[src/rtl/bcd_display_scanner_pkg.sv]
// Shared definitions for the 4-digit BCD display scanner.
// Holds the 7-segment pattern type and the segment constants (gfedcba,
// active-high), the slot count, and the slot-index state type.
package bcd_display_pkg;

  localparam int NUM_SLOTS = 4;

  typedef logic [6:0] seg_t;

  typedef enum logic [1:0] {
    SLOT0 = 2'd0,
    SLOT1 = 2'd1,
    SLOT2 = 2'd2,
    SLOT3 = 2'd3
  } slot_e;

  localparam seg_t SEG_0    = 7'b0111111;
  localparam seg_t SEG_1    = 7'b0000110;
  localparam seg_t SEG_2    = 7'b1011011;
  localparam seg_t SEG_3    = 7'b1001111;
  localparam seg_t SEG_4    = 7'b1100110;
  localparam seg_t SEG_5    = 7'b1101101;
  localparam seg_t SEG_6    = 7'b1111101;
  localparam seg_t SEG_7    = 7'b0000111;
  localparam seg_t SEG_8    = 7'b1111111;
  localparam seg_t SEG_9    = 7'b1101111;
  localparam seg_t SEG_DASH = 7'b1000000;
  localparam seg_t SEG_OFF  = 7'b0000000;

endpackage

[src/rtl/bcd_display_scanner_if.sv]
// Signal bundle between a BCD digit source and the display scanner.
//   digits   : {d3,d2,d1,d0} BCD digits, d0 least significant
//   blank_lz : leading-zero blanking enable
//   dp_mask  : decimal point enable per slot
//   seg      : segment bus {g,f,e,d,c,b,a}
//   dp       : decimal point segment
//   an       : one-hot digit select
//   frame    : one-cycle pulse after each snapshot load
// master = the digit source side, slave = the scanner.
interface bcd_display_scanner_if;
  import bcd_display_pkg::*;

  logic [15:0] digits;
  logic        blank_lz;
  logic [3:0]  dp_mask;
  seg_t        seg;
  logic        dp;
  logic [3:0]  an;
  logic        frame;

  modport master (
    output digits, blank_lz, dp_mask,
    input  seg, dp, an, frame
  );

  modport slave (
    input  digits, blank_lz, dp_mask,
    output seg, dp, an, frame
  );

endinterface

[src/rtl/bcd_display_scanner_bcd_to_7seg.sv]
// Combinational BCD to 7-segment decoder (gfedcba, active-high).
//   bcd : 4-bit input code
//   seg : segment pattern; codes 10..15 show a dash
module bcd_to_7seg
  import bcd_display_pkg::*;
(
  input  logic [3:0] bcd,
  output seg_t       seg
);

  always_comb begin
    seg = SEG_DASH;
    case (bcd)
      4'd0:    seg = SEG_0;
      4'd1:    seg = SEG_1;
      4'd2:    seg = SEG_2;
      4'd3:    seg = SEG_3;
      4'd4:    seg = SEG_4;
      4'd5:    seg = SEG_5;
      4'd6:    seg = SEG_6;
      4'd7:    seg = SEG_7;
      4'd8:    seg = SEG_8;
      4'd9:    seg = SEG_9;
      default: seg = SEG_DASH;
    endcase
  end

endmodule

[src/rtl/bcd_display_scanner.sv]
// Time-multiplexed 4-digit 7-segment scanner.
// Each slot lasts REFRESH_DIV cycles: one blank anti-ghost cycle followed
// by REFRESH_DIV-1 lit cycles. The digits, blanking enable and dp mask are
// snapshotted once per frame so a frame never mixes old and new values.
//   clk, reset : clock and synchronous active-high reset
//   bus        : slave side of bcd_display_scanner_if
module bcd_display_scanner
  import bcd_display_pkg::*;
#(
  parameter int REFRESH_DIV    = 16,
  parameter bit SEG_ACTIVE_LOW = 1'b0,
  parameter bit AN_ACTIVE_LOW  = 1'b0
) (
  input  logic                  clk,
  input  logic                  reset,
  bcd_display_scanner_if.slave  bus
);

  localparam int P_W = $clog2(REFRESH_DIV);
  localparam logic [P_W-1:0] P_LAST = P_W'(REFRESH_DIV - 1);

  logic [P_W-1:0] p_q, p_d;
  slot_e          idx_q, idx_d;
  logic           frame_start;

  logic [15:0]    snap_digits;
  logic           snap_blank_lz;
  logic [3:0]     snap_dp_mask;

  logic [3:0]     cur_digit;
  seg_t           dec_seg;
  logic [3:0]     zero;
  logic [3:0]     lz_blank;
  logic           slot_blank;

  seg_t           seg_n;
  logic [3:0]     an_n;
  logic           dp_n;

  // Slot sequencing: prescaler and slot index
  always_ff @(posedge clk) begin
    if (reset) begin
      p_q   <= '0;
      idx_q <= SLOT0;
    end else begin
      p_q   <= p_d;
      idx_q <= idx_d;
    end
  end

  always_comb begin
    p_d   = p_q + P_W'(1);
    idx_d = idx_q;
    if (p_q == P_LAST) begin
      p_d   = '0;
      idx_d = slot_e'(idx_q + 2'd1);
    end
  end

  assign frame_start = (p_q == '0) && (idx_q == SLOT0);

  // Frame snapshot
  always_ff @(posedge clk) begin
    if (reset) begin
      snap_digits   <= '0;
      snap_blank_lz <= 1'b0;
      snap_dp_mask  <= '0;
    end else if (frame_start) begin
      snap_digits   <= bus.digits;
      snap_blank_lz <= bus.blank_lz;
      snap_dp_mask  <= bus.dp_mask;
    end
  end

  assign cur_digit = snap_digits[{idx_q, 2'b00} +: 4];

  bcd_to_7seg u_dec (
    .bcd (cur_digit),
    .seg (dec_seg)
  );

  // A slot is a leading zero when it and every higher digit are zero;
  // invalid codes are non-zero, so they stop the blanking run.
  always_comb begin
    for (int j = 0; j < NUM_SLOTS; j++) begin
      zero[j] = (snap_digits[4*j +: 4] == 4'd0);
    end
    lz_blank[0] = 1'b0;
    lz_blank[1] = zero[3] & zero[2] & zero[1];
    lz_blank[2] = zero[3] & zero[2];
    lz_blank[3] = zero[3];
  end

  assign slot_blank = snap_blank_lz & lz_blank[idx_q];

  always_comb begin
    seg_n = SEG_OFF;
    an_n  = 4'b0000;
    dp_n  = 1'b0;
    if (p_q != '0) begin
      an_n  = 4'b0001 << idx_q;
      seg_n = slot_blank ? SEG_OFF : dec_seg;
      dp_n  = snap_dp_mask[idx_q];
    end
  end

  // Output registers, polarity applied on the final value only
  always_ff @(posedge clk) begin
    if (reset) begin
      bus.seg   <= {7{SEG_ACTIVE_LOW}};
      bus.dp    <= SEG_ACTIVE_LOW;
      bus.an    <= {4{AN_ACTIVE_LOW}};
      bus.frame <= 1'b0;
    end else begin
      bus.seg   <= seg_n ^ {7{SEG_ACTIVE_LOW}};
      bus.dp    <= dp_n ^ SEG_ACTIVE_LOW;
      bus.an    <= an_n ^ {4{AN_ACTIVE_LOW}};
      bus.frame <= frame_start;
    end
  end

endmodule

[src/flat_wrapper.sv]
// flat-port wrapper written by rule: the top's interface ports become plain ports
module bcd_display_scanner_flat import bcd_display_pkg::*;
#(
  parameter int REFRESH_DIV    = 16,
  parameter bit SEG_ACTIVE_LOW = 1'b0,
  parameter bit AN_ACTIVE_LOW  = 1'b0
)
  (clk, reset, bus_digits, bus_blank_lz, bus_dp_mask, bus_seg, bus_dp, bus_an, bus_frame);
  bcd_display_scanner_if bus_i ();
  input  logic clk;
  input  logic reset;
  input wire logic [$bits(bus_i.digits)-1:0] bus_digits;
  input wire logic [$bits(bus_i.blank_lz)-1:0] bus_blank_lz;
  input wire logic [$bits(bus_i.dp_mask)-1:0] bus_dp_mask;
  output wire logic [$bits(bus_i.seg)-1:0] bus_seg;
  output wire logic [$bits(bus_i.dp)-1:0] bus_dp;
  output wire logic [$bits(bus_i.an)-1:0] bus_an;
  output wire logic [$bits(bus_i.frame)-1:0] bus_frame;
  assign bus_i.digits = bus_digits;
  assign bus_i.blank_lz = bus_blank_lz;
  assign bus_i.dp_mask = bus_dp_mask;
  assign bus_seg = bus_i.seg;
  assign bus_dp = bus_i.dp;
  assign bus_an = bus_i.an;
  assign bus_frame = bus_i.frame;
  bcd_display_scanner #(.REFRESH_DIV(REFRESH_DIV), .SEG_ACTIVE_LOW(SEG_ACTIVE_LOW), .AN_ACTIVE_LOW(AN_ACTIVE_LOW)) u_core (.clk(clk), .reset(reset), .bus(bus_i));
endmodule
[config.mk]
export PLATFORM = sky130hd
export DESIGN_NAME = bcd_display_scanner_flat
export DESIGN_NICKNAME = d
export VERILOG_FILES = /design/src/rtl/bcd_display_scanner_pkg.sv /design/src/rtl/bcd_display_scanner_if.sv /design/src/rtl/bcd_display_scanner_bcd_to_7seg.sv /design/src/rtl/bcd_display_scanner.sv /design/src/flat_wrapper.sv
export SDC_FILE = /design/constraint.sdc
export NUM_CORES = 1
export LEC_CHECK = 0
export CAP_MARGIN = 20
export CORE_MARGIN = 2
export CORE_UTILIZATION = 25
export CTS_CLUSTER_SIZE = 20
export DETAILED_ROUTE_END_ITERATION = 16
export PLACE_DENSITY = 0.47
export SETUP_SLACK_MARGIN = 0.2
export SKIP_CTS_REPAIR_TIMING = 1
export SLEW_MARGIN = 20
export SYNTH_ARGS = -nofsm -noshare
export SYNTH_HDL_FRONTEND = slang
export SYNTH_SLANG_ARGS = --single-unit
[constraint.sdc]
create_clock -name clk -period 3.6 [get_ports clk]
set_input_delay 0.9 -clock clk [delete_from_list [all_inputs] [get_ports clk]]
set_output_delay 0.9 -clock clk [all_outputs]
set_load 0.02 [all_outputs]
Word-level counts from Yosys, hierarchy flattened:

Memories as Yosys holds them, arrays and structs flattened. A register that Yosys moved wholly into a read port is not among the register bits.
Index checks and enable logic that the tools add are counted.

* add/sub/neg operators: 2
* order comparisons: 1
* equal/unequal tests: 1
* shift-type cells: 2
* multiplexer cells: 4
* bitwise operators: 4
* reduce and logical (&&, ||, !) cells: 10

Operators with widths (number)
* logical NOT 4 bit: 4
* variable part select 16 x 5 -> 4 bit: 1
* adder 4 x 1 -> 4 bit, second input constant: 1
* binary-select mux 1 bit (select 2 bit): 2
* equality test 4 bit, second input constant: 1
* nonzero test 4 bit: 1
* OR reduction 2 bit: 2
* << shifter 1 x 2 -> 4 bit, first input constant: 1
* AND 1 bit: 3
* < comparator 2 x 3 -> 1 bit, second input constant: 1
* OR reduction 3 bit: 1
* adder 2 x 1 -> 2 bit, second input constant: 1
* logical NOT 2 bit: 1
* 2-to-1 mux 1 bit: 2
* logical AND 1 bit: 1
* NOT 1 bit: 1

* flip-flop bits (word level): 33
* memory bits (read-only): 112
* input bits: 23
* output and inout bits: 13
* logic and storage cells: 33
* memories: 1

Memories
* (no name shown): words 16, bits a word 7, rd ports 1, clocked after memory_dff 1, wr ports 0, RTL line bcd_display_scanner_bcd_to_7seg.sv:13 `case (bcd)`

Logic depth before layout (Yosys ltp):

Gate-level depths: netlist of run 1.

* depth after elaboration: 7
* gate-level depth with buffers: 8
* gate-level depth less buffers: 7

By module:

From an unflattened synthesis of run 1, not the netlist that was laid out.

* cell total of the unflattened synthesis: 200
* area total of the unflattened synthesis: 1838.0 um^2

By module, submodules not included
* bcd_display_scanner: times used 1, cells each 170, area each 1590.3 um^2, sequential area each 800.8 um^2
* bcd_to_7seg: times used 1, cells each 30, area each 247.7 um^2, sequential area each 0.0 um^2

Worst setup path before layout of run 1:

OpenSTA, ideal clock, no wires.

* path type: flip-flop to flip-flop
* start: register u_core.idx_q[0]
* end: register u_core.bus.seg[3]
* setup time: 0.138 ns
* arrival time: 1.819 ns
* data required time: 3.462 ns
* setup slack: 1.643 ns
* stages on the path, launching flop included: 8
* buffers on the path: 1
* clock period less this slack: 1.957 ns
* cell sequence: dfxtp_1 > buf_6 > mux4_1 > inv_1 > ha_1 > nand2b_1 > a21oi_1 > nor3_2

* cells in the longest elaborated chain, start to end: 4
* elaborated cells on any way between the ends: 5
* those cells by class: shift: 1; mux: 2; bitwise: 1; reduce/logical: 1

RTL lines
* from (decl): RTL line bcd_display_scanner.sv:23 `slot_e idx_q, idx_d;`
* from (signal assigned): RTL line bcd_display_scanner.sv:47 `idx_q <= idx_d;`
* binary-select mux 1 bit (select 2 bit): RTL line bcd_display_scanner.sv:94 `assign slot_blank = snap_blank_lz & lz_blank[idx_q];`
* 2-to-1 mux 1 bit (implied by the code): RTL line bcd_display_scanner.sv:94
* AND 1 bit: RTL line bcd_display_scanner.sv:94
* OR reduction 3 bit (no line)
* to (decl): RTL line bcd_display_scanner_if.sv:28 `output seg, dp, an, frame`

Several ways; a longest one is shown, not always the timed one. The select of a mux whose other input is x is not followed.
A chain may end at the register's enable or synchronous reset.

Worst setup path after layout of run 1:

Same ends and word-level chain as after synthesis.

==> results of run 1 <==
## layer usage
| layer | GRT usage [%] | vias up | routed length (um) | share of wire [%] |
|---|---|---|---|---|
| li1 | - | 717 | - | - |
| met1 | 14.6 | 614 | 1800 | 48 |
| met2 | 16.7 | 30 | 1730 | 46 |
| met3 | 2.92 | 7 | 161 | 4.3 |
| met4 | 3.78 | 0 | 65 | 1.7 |
| met5 | 0 | - | 0 | 0 |
## worst max-delay path: stages, from the launching register on
cell and delay (ps):
dfxtp_1 650, mux4_1 680, inv_1 170, ha_1 270, nand2b_1 150, a21oi_1 190
nor3_2 50
## metrics by stage
step	hold slack (ps)	utilization, %
finish	457	33.8
global route	487	33.8
CTS	459	33.8
detailed placement	447	32.2
global placement	444	32.2
floorplan	432	-
## power by group
part | internal [mW] | leakage (nW) | switching (mW) | total, mW
Clock | 0.205 | 0.0541 | 0.159 | 0.364
Sequential | 0.480 | 0.329 | 0.0227 | 0.502
Combinational | 0.0957 | 0.453 | 0.107 | 0.203
## registers in the layout (all words and copies together), names as in the netlist
| register | cells |
|---|---|
| u_core.idx_q | 2 |
| u_core.snap_dp_mask | 4 |
| u_core.bus.dp | 1 |
| u_core.bus.an | 4 |
| u_core.p_q | 4 |
| u_core.snap_digits | 16 |
| u_core.bus.seg | 7 |
| u_core.snap_blank_lz | 1 |
| u_core.bus.frame | 1 |
## cells by family (layout without fill, tap and decap cells)
| logic type | count (synthesis) | after routing | synth area share [%] |
|---|---|---|---|
| adders and majority gates | 9 | 9 | 6.39 |
| and+or+nand+nor | 80 | 80 | 22.3 |
| buffers and inverters | 21 | 53 | 5.04 |
| DFF | 40 | 40 | 45.5 |
| muxes | 5 | 5 | 6.82 |
| AOI/OAI and AO/OA | 37 | 37 | 13.0 |
| xor gates and xnor gates | 2 | 2 | 0.994 |
## worst max-delay path by stage
stage                     slack, ps                    startpoint                      endpoint
after floorplan                1640  u_core.idx_q[0]$_SDFFE_PP0P_  u_core.bus.seg[3]$_SDFF_PP0_
after global placement         1310                         reset  u_core.bus.seg[4]$_SDFF_PP0_
after detailed placement       1280  u_core.idx_q[0]$_SDFFE_PP0P_  u_core.bus.seg[3]$_SDFF_PP0_
after CTS                      1270  u_core.idx_q[0]$_SDFFE_PP0P_  u_core.bus.seg[3]$_SDFF_PP0_
after global routing           1140  u_core.idx_q[0]$_SDFFE_PP0P_  u_core.bus.seg[3]$_SDFF_PP0_
final                          1330  u_core.idx_q[0]$_SDFFE_PP0P_  u_core.bus.seg[3]$_SDFF_PP0_
## area by class of cell
cell class | instances | area [um2] | area share, %
Clock buffer | 5 | 68.8 | 3.00
Clock inverter | 3 | 42.5 | 1.85
Inverter | 9 | 33.8 | 1.47
Multi-Input combinational cell | 133 | 872 | 38.0
Sequential cell | 40 | 801 | 34.9
Tap cell | 96 | 120 | 5.23
Timing Repair Buffer | 36 | 358 | 15.6
## cell usage in the layout, fill, tap and decap left out, drive strengths merged, types with 2 or more instances in the layout
| cell type | synthesis | final |
|---|---|---|
| nor4 | 2 | 2 |
| nor2 | 8 | 8 |
| a21oi | 28 | 28 |
| nor3 | 11 | 11 |
| xnor2 | 2 | 2 |
| a31oi | 2 | 2 |
| inv | 9 | 9 |
| nand2 | 46 | 46 |
| ha | 9 | 9 |
| o21ai | 2 | 2 |
| or2 | 3 | 3 |
| dfxtp | 40 | 40 |
| nand2b | 2 | 2 |
| clkbuf | 9 | 5 |
| clkdlybuf4s50 | 0 | 35 |
| mux4 | 5 | 5 |
| nor3b | 3 | 3 |
==> impl_metrics.toml, run 1 <==
[place]
portBuffers = 35
dpl.cell_count = 314
place_congestion = 0.761
dp_slack_ps = 1280
dpl_cell_area_um2 = 2180
hpwl_um = 2780

[logic_synthesis]
ys_warn_count = 0
synth_area_leaders = "dfxtp_1, nand2_1, a21oi_1"
synthCells = 194
ys_ff_latch = 40
synth.net_count = 226
synthArstFlopShare_pct = 0
seq_area_frac_synth_pct = 45.5
yosysMostFrequentCell = "nand2_1"
yosysTopAreaCellShare_pct = 45.5
synth_cell_type_count = 33
ys_dominant_reg_cell = "dfxtp_1"
synth_area_per_cell_um2 = 9.08
synth_commonest_cells = "nand2_1, dfxtp_1, a21oi_1"
synth_edf_count = 0
yosysTopAreaCell = "dfxtp_1"
netlist_area_um2 = 1760

[cts]
path_clk_slew_ps = 80
cts_buffer_depth = 2
htreeDepth = 2
numClockSinks = 40
cts_tree = "done"
cts_root_buf = "clkbuf_8"
numCtsBuffers = 5
insertion_delay_ps = 290

[route]
drt_wl_total_um = 3750
drcViolationCount = 0
drt-pass1-iter-count = 4
drtAntennaViolNets = 0
drt_iter0_drc = 18
post_drt_wl_per_cell_um = 11.7
vias = 1368
via_per_inst = 4.25

[layout]
fin_cells = 322
antennaDiodeCount = 0
fillers = 742
drive_above_1_share_pct = 9.73
synthToLayoutAreaGrowth_pct = 30.3
nets = 257
stdcell_area_um2 = 2300

[setup_path]
critPathArrivalTime_ps = 2440
r2r-end = "u_core.bus.seg[3]$_SDFF_PP0_"
reg2reg_depth = 6
rrSetupSlack_ps = 1330
cp-start-kind = "flop"
end_kind = "flop"
crit_required_ps = 3770
rr_startpoint = "u_core.idx_q[0]$_SDFFE_PP0P_"
crit_path_max_fanout = 11
worstSetupPathType = "reg2reg"

[power_and_ir_drop]
power_mw = 1.07
power.density_nw_per_um2 = 466
power_leakage_nw = 0.836
max-vdd-ir-drop_mv = 0.161

[floorplanning]
die_area_um2 = 7730
initial_core_util_pct = 25.9
io_pins = 36
coreArea_um2 = 6790
num_rows = 30
fp.dieW_um = 87.9
die_h_um = 87.9

[global_routing]
grt_start_max_net_pins = 30
grt_pass1_wl_um = 6420
track_usage_pct = 10.8
gr-total-overflow = 0
grt_pass1_vias = 1353
grt_antenna_before_repair = 0

[sta]
setup_violations = 0
relSlewSlack_pct = 48.4
rsz0062_at_grt = "false"
worst_slew_pin_slew_ps = 773
skew_ps = 5.81
period_minus_slack_ps = 2270
fin_ws_ps = 1330
drv_slew = 0
hold_viol = 0
max_freq_mhz = 440
tns_ps = 0
finalCritPeriodShare_pct = 63.2

[worst_hold_path]
hold_end = "u_core.snap_dp_mask[0]$_SDFFE_PP0P_"
holdPathStages = 2
min-delay-start = "u_core.snap_dp_mask[0]$_SDFFE_PP0P_"
hp-class = "reg2reg"

[run_status]
status = "finished, final reports clean"

[flow_run]
max_cap_violations = 0
Note: power is estimated with default switching activity, not from simulation.
==> run 2: changes to the inputs <==
==> constraint.sdc (replaced) <==
create_clock -name clk -period 2.21 [get_ports clk]
set_input_delay 0.5525 -clock clk [delete_from_list [all_inputs] [get_ports clk]]
set_output_delay 0.5525 -clock clk [all_outputs]
set_load 0.02 [all_outputs]
==> run 2 against run 1 <==
Against the previous run:
- total power grew 57%
- sequential share of layout area shrank 0.60 points
- count of clock-buffer cells in the layout grew 2
- via count grew 0.73%
- highest routed layer unchanged
- register-to-register slack lost 1000 ps
- clock skew shrank 1.9 ps
- non-clock buffer count grew 8
- first-iteration DRC count grew to 3.2 times the previous value
==> impl_metrics.toml, run 2 (same netlist as run 1, synthesis figures left out) <==
[run_status]
status = "finished, final reports clean"

[sta]
setup_violations = 0
tns_ps = 0
rsz0062_at_grt = "false"
period_minus_slack_ps = 1880
max_freq_mhz = 531
hold_viol = 0
relSlewSlack_pct = 80.2
skew_ps = 3.89
drv_slew = 0
worst_slew_pin_slew_ps = 296
finalCritPeriodShare_pct = 85.2

[route]
vias = 1378
via_per_inst = 4.19
drt_wl_total_um = 3690
drt-pass1-iter-count = 4
dr_wl_met3_um = 166
wl_met2_um = 1730
drt_iter0_drc = 58
drcViolationCount = 0
wl_met1_um = 1740
post_drt_wl_per_cell_um = 11.2
drtAntennaViolNets = 0
highest_layer = "met4"

[global_routing]
grt_start_max_net_pins = 29
grt_antenna_before_repair = 0
grt_pass1_wl_um = 6250
track_usage_pct = 10.5
gr-total-overflow = 0
grt_pass1_vias = 1350

[setup_path]
cp-startpoint = "u_core.idx_q[0]$_SDFFE_PP0P_"
reg2reg_depth = 6
critPathCapture = "u_core.bus.seg[3]$_SDFF_PP0_"
r2r-end = "u_core.bus.seg[3]$_SDFF_PP0_"
crit_required_ps = 2390
rrSetupSlack_ps = 330
end_kind = "flop"
cp-start-kind = "flop"
crit_path_max_fanout = 5
worstSetupPathType = "reg2reg"
critPathArrivalTime_ps = 2060
rr_startpoint = "u_core.idx_q[0]$_SDFFE_PP0P_"

[layout]
fillers = 738
nets = 265
stdcell_area_um2 = 2340
synthToLayoutAreaGrowth_pct = 33.0
antennaDiodeCount = 0
top_regs = "u_core.snap_digits x16, u_core.bus.seg x7"
layout_commonest_cell = "nand2_1"
drive_above_1_share_pct = 13.7
final_cell_mix = "nand2_1, dfxtp_1, clkdlybuf4s50_1"
regMostFlops = "u_core.snap_digits"
largest_reg_flops = 16

[power_and_ir_drop]
pwr-share-clk_pct = 31.0
sw_frac_of_total_pct = 27.0
power.density_nw_per_um2 = 718
max-vdd-ir-drop_mv = 0.324
p_sw_mw = 0.455
power_leakage_nw = 0.875
p_seq_share_pct = 48.7
p_comb_share_pct = 20.3
internal_power_mw = 1.23

[cts]
cts_root_buf = "clkbuf_8"
numCtsBuffers = 5
cts_tree = "done"
htreeDepth = 2
cts_buffer_depth = 2
numClockSinks = 40
path_clk_slew_ps = 70
insertion_delay_ps = 290

[floorplanning]
initial_core_util_pct = 25.9
num_rows = 30
coreArea_um2 = 6790
io_pins = 36
fp.dieW_um = 87.9
die_h_um = 87.9
die_area_um2 = 7730

[worst_hold_path]
hp-class = "reg2reg"

[place]
place_congestion = 0.733
portBuffers = 35
hpwl_um = 2740
dpl_cell_area_um2 = 2220

[flow_run]
max_cap_violations = 0
-- run 2: power groups by stage --
stage	clock network [mW]	logic, mW	registers [mW]
3_5_place_dp	0	0.340	0.838
2_1_floorplan	0	0.192	0.851
4_1_cts	0.542	0.342	0.821
6_report	0.522	0.341	0.820
3_3_place_gp	0	0.338	0.837
5_1_grt	0.576	0.385	0.828
-- run 2: critical path, stage by stage, from the launching register on --
cell and delay (ps):
dfxtp_2 390, mux4_1 640, inv_2 130, ha_1 240
nand2b_1 150, a21oi_1 170, nor3_2 50
-- run 2: stage by stage --
stage	utilization (%)	cells	power (mW)	hold slack, ps	setup WS [ps]
final	34.5	329	1.68	460	327
after global routing	34.5	329	1.79	500	217
after CTS	34.1	326	1.70	461	187
after detailed placement	32.7	319	1.18	450	198
after global placement	32.7	319	1.18	443	234
after floorplan	-	194	1.04	432	253
-- run 2: final cells by class --
cell class / count / area [um2] / share of cell area [%]
multi-input combinational: 133 / 872 / 37.2
sequential: 40 / 803 / 34.3
tap: 96 / 120 / 5.13
inverter: 9 / 33.8 / 1.44
clock buffer: 7 / 96.3 / 4.11
timing repair buffer: 44 / 418 / 17.8
-- run 2: worst min path at each step --
stage | startpoint | end | slack (ps) | depth (start not counted)
global placement | u_core.snap_dp_mask[3]$_SDFFE_PP0P_ | u_core.snap_dp_mask[3]$_SDFFE_PP0P_ | 440 | 2
floorplan | u_core.snap_dp_mask[1]$_SDFFE_PP0P_ | u_core.snap_dp_mask[1]$_SDFFE_PP0P_ | 430 | 2
finish | u_core.snap_dp_mask[0]$_SDFFE_PP0P_ | u_core.snap_dp_mask[0]$_SDFFE_PP0P_ | 460 | 2
global route | u_core.snap_digits[2]$_SDFFE_PP0P_ | u_core.snap_digits[2]$_SDFFE_PP0P_ | 500 | 2
detailed placement | u_core.snap_dp_mask[0]$_SDFFE_PP0P_ | u_core.snap_dp_mask[0]$_SDFFE_PP0P_ | 450 | 2
CTS | u_core.snap_dp_mask[0]$_SDFFE_PP0P_ | u_core.snap_dp_mask[0]$_SDFFE_PP0P_ | 460 | 2
-- run 2: per-layer routing --
metal	GRT usage, %	vias to the layer above
li1	-	730
met1	13.2	612
met2	17.4	29
met3	2.83	7
met4	3.78	0
met5	0	-
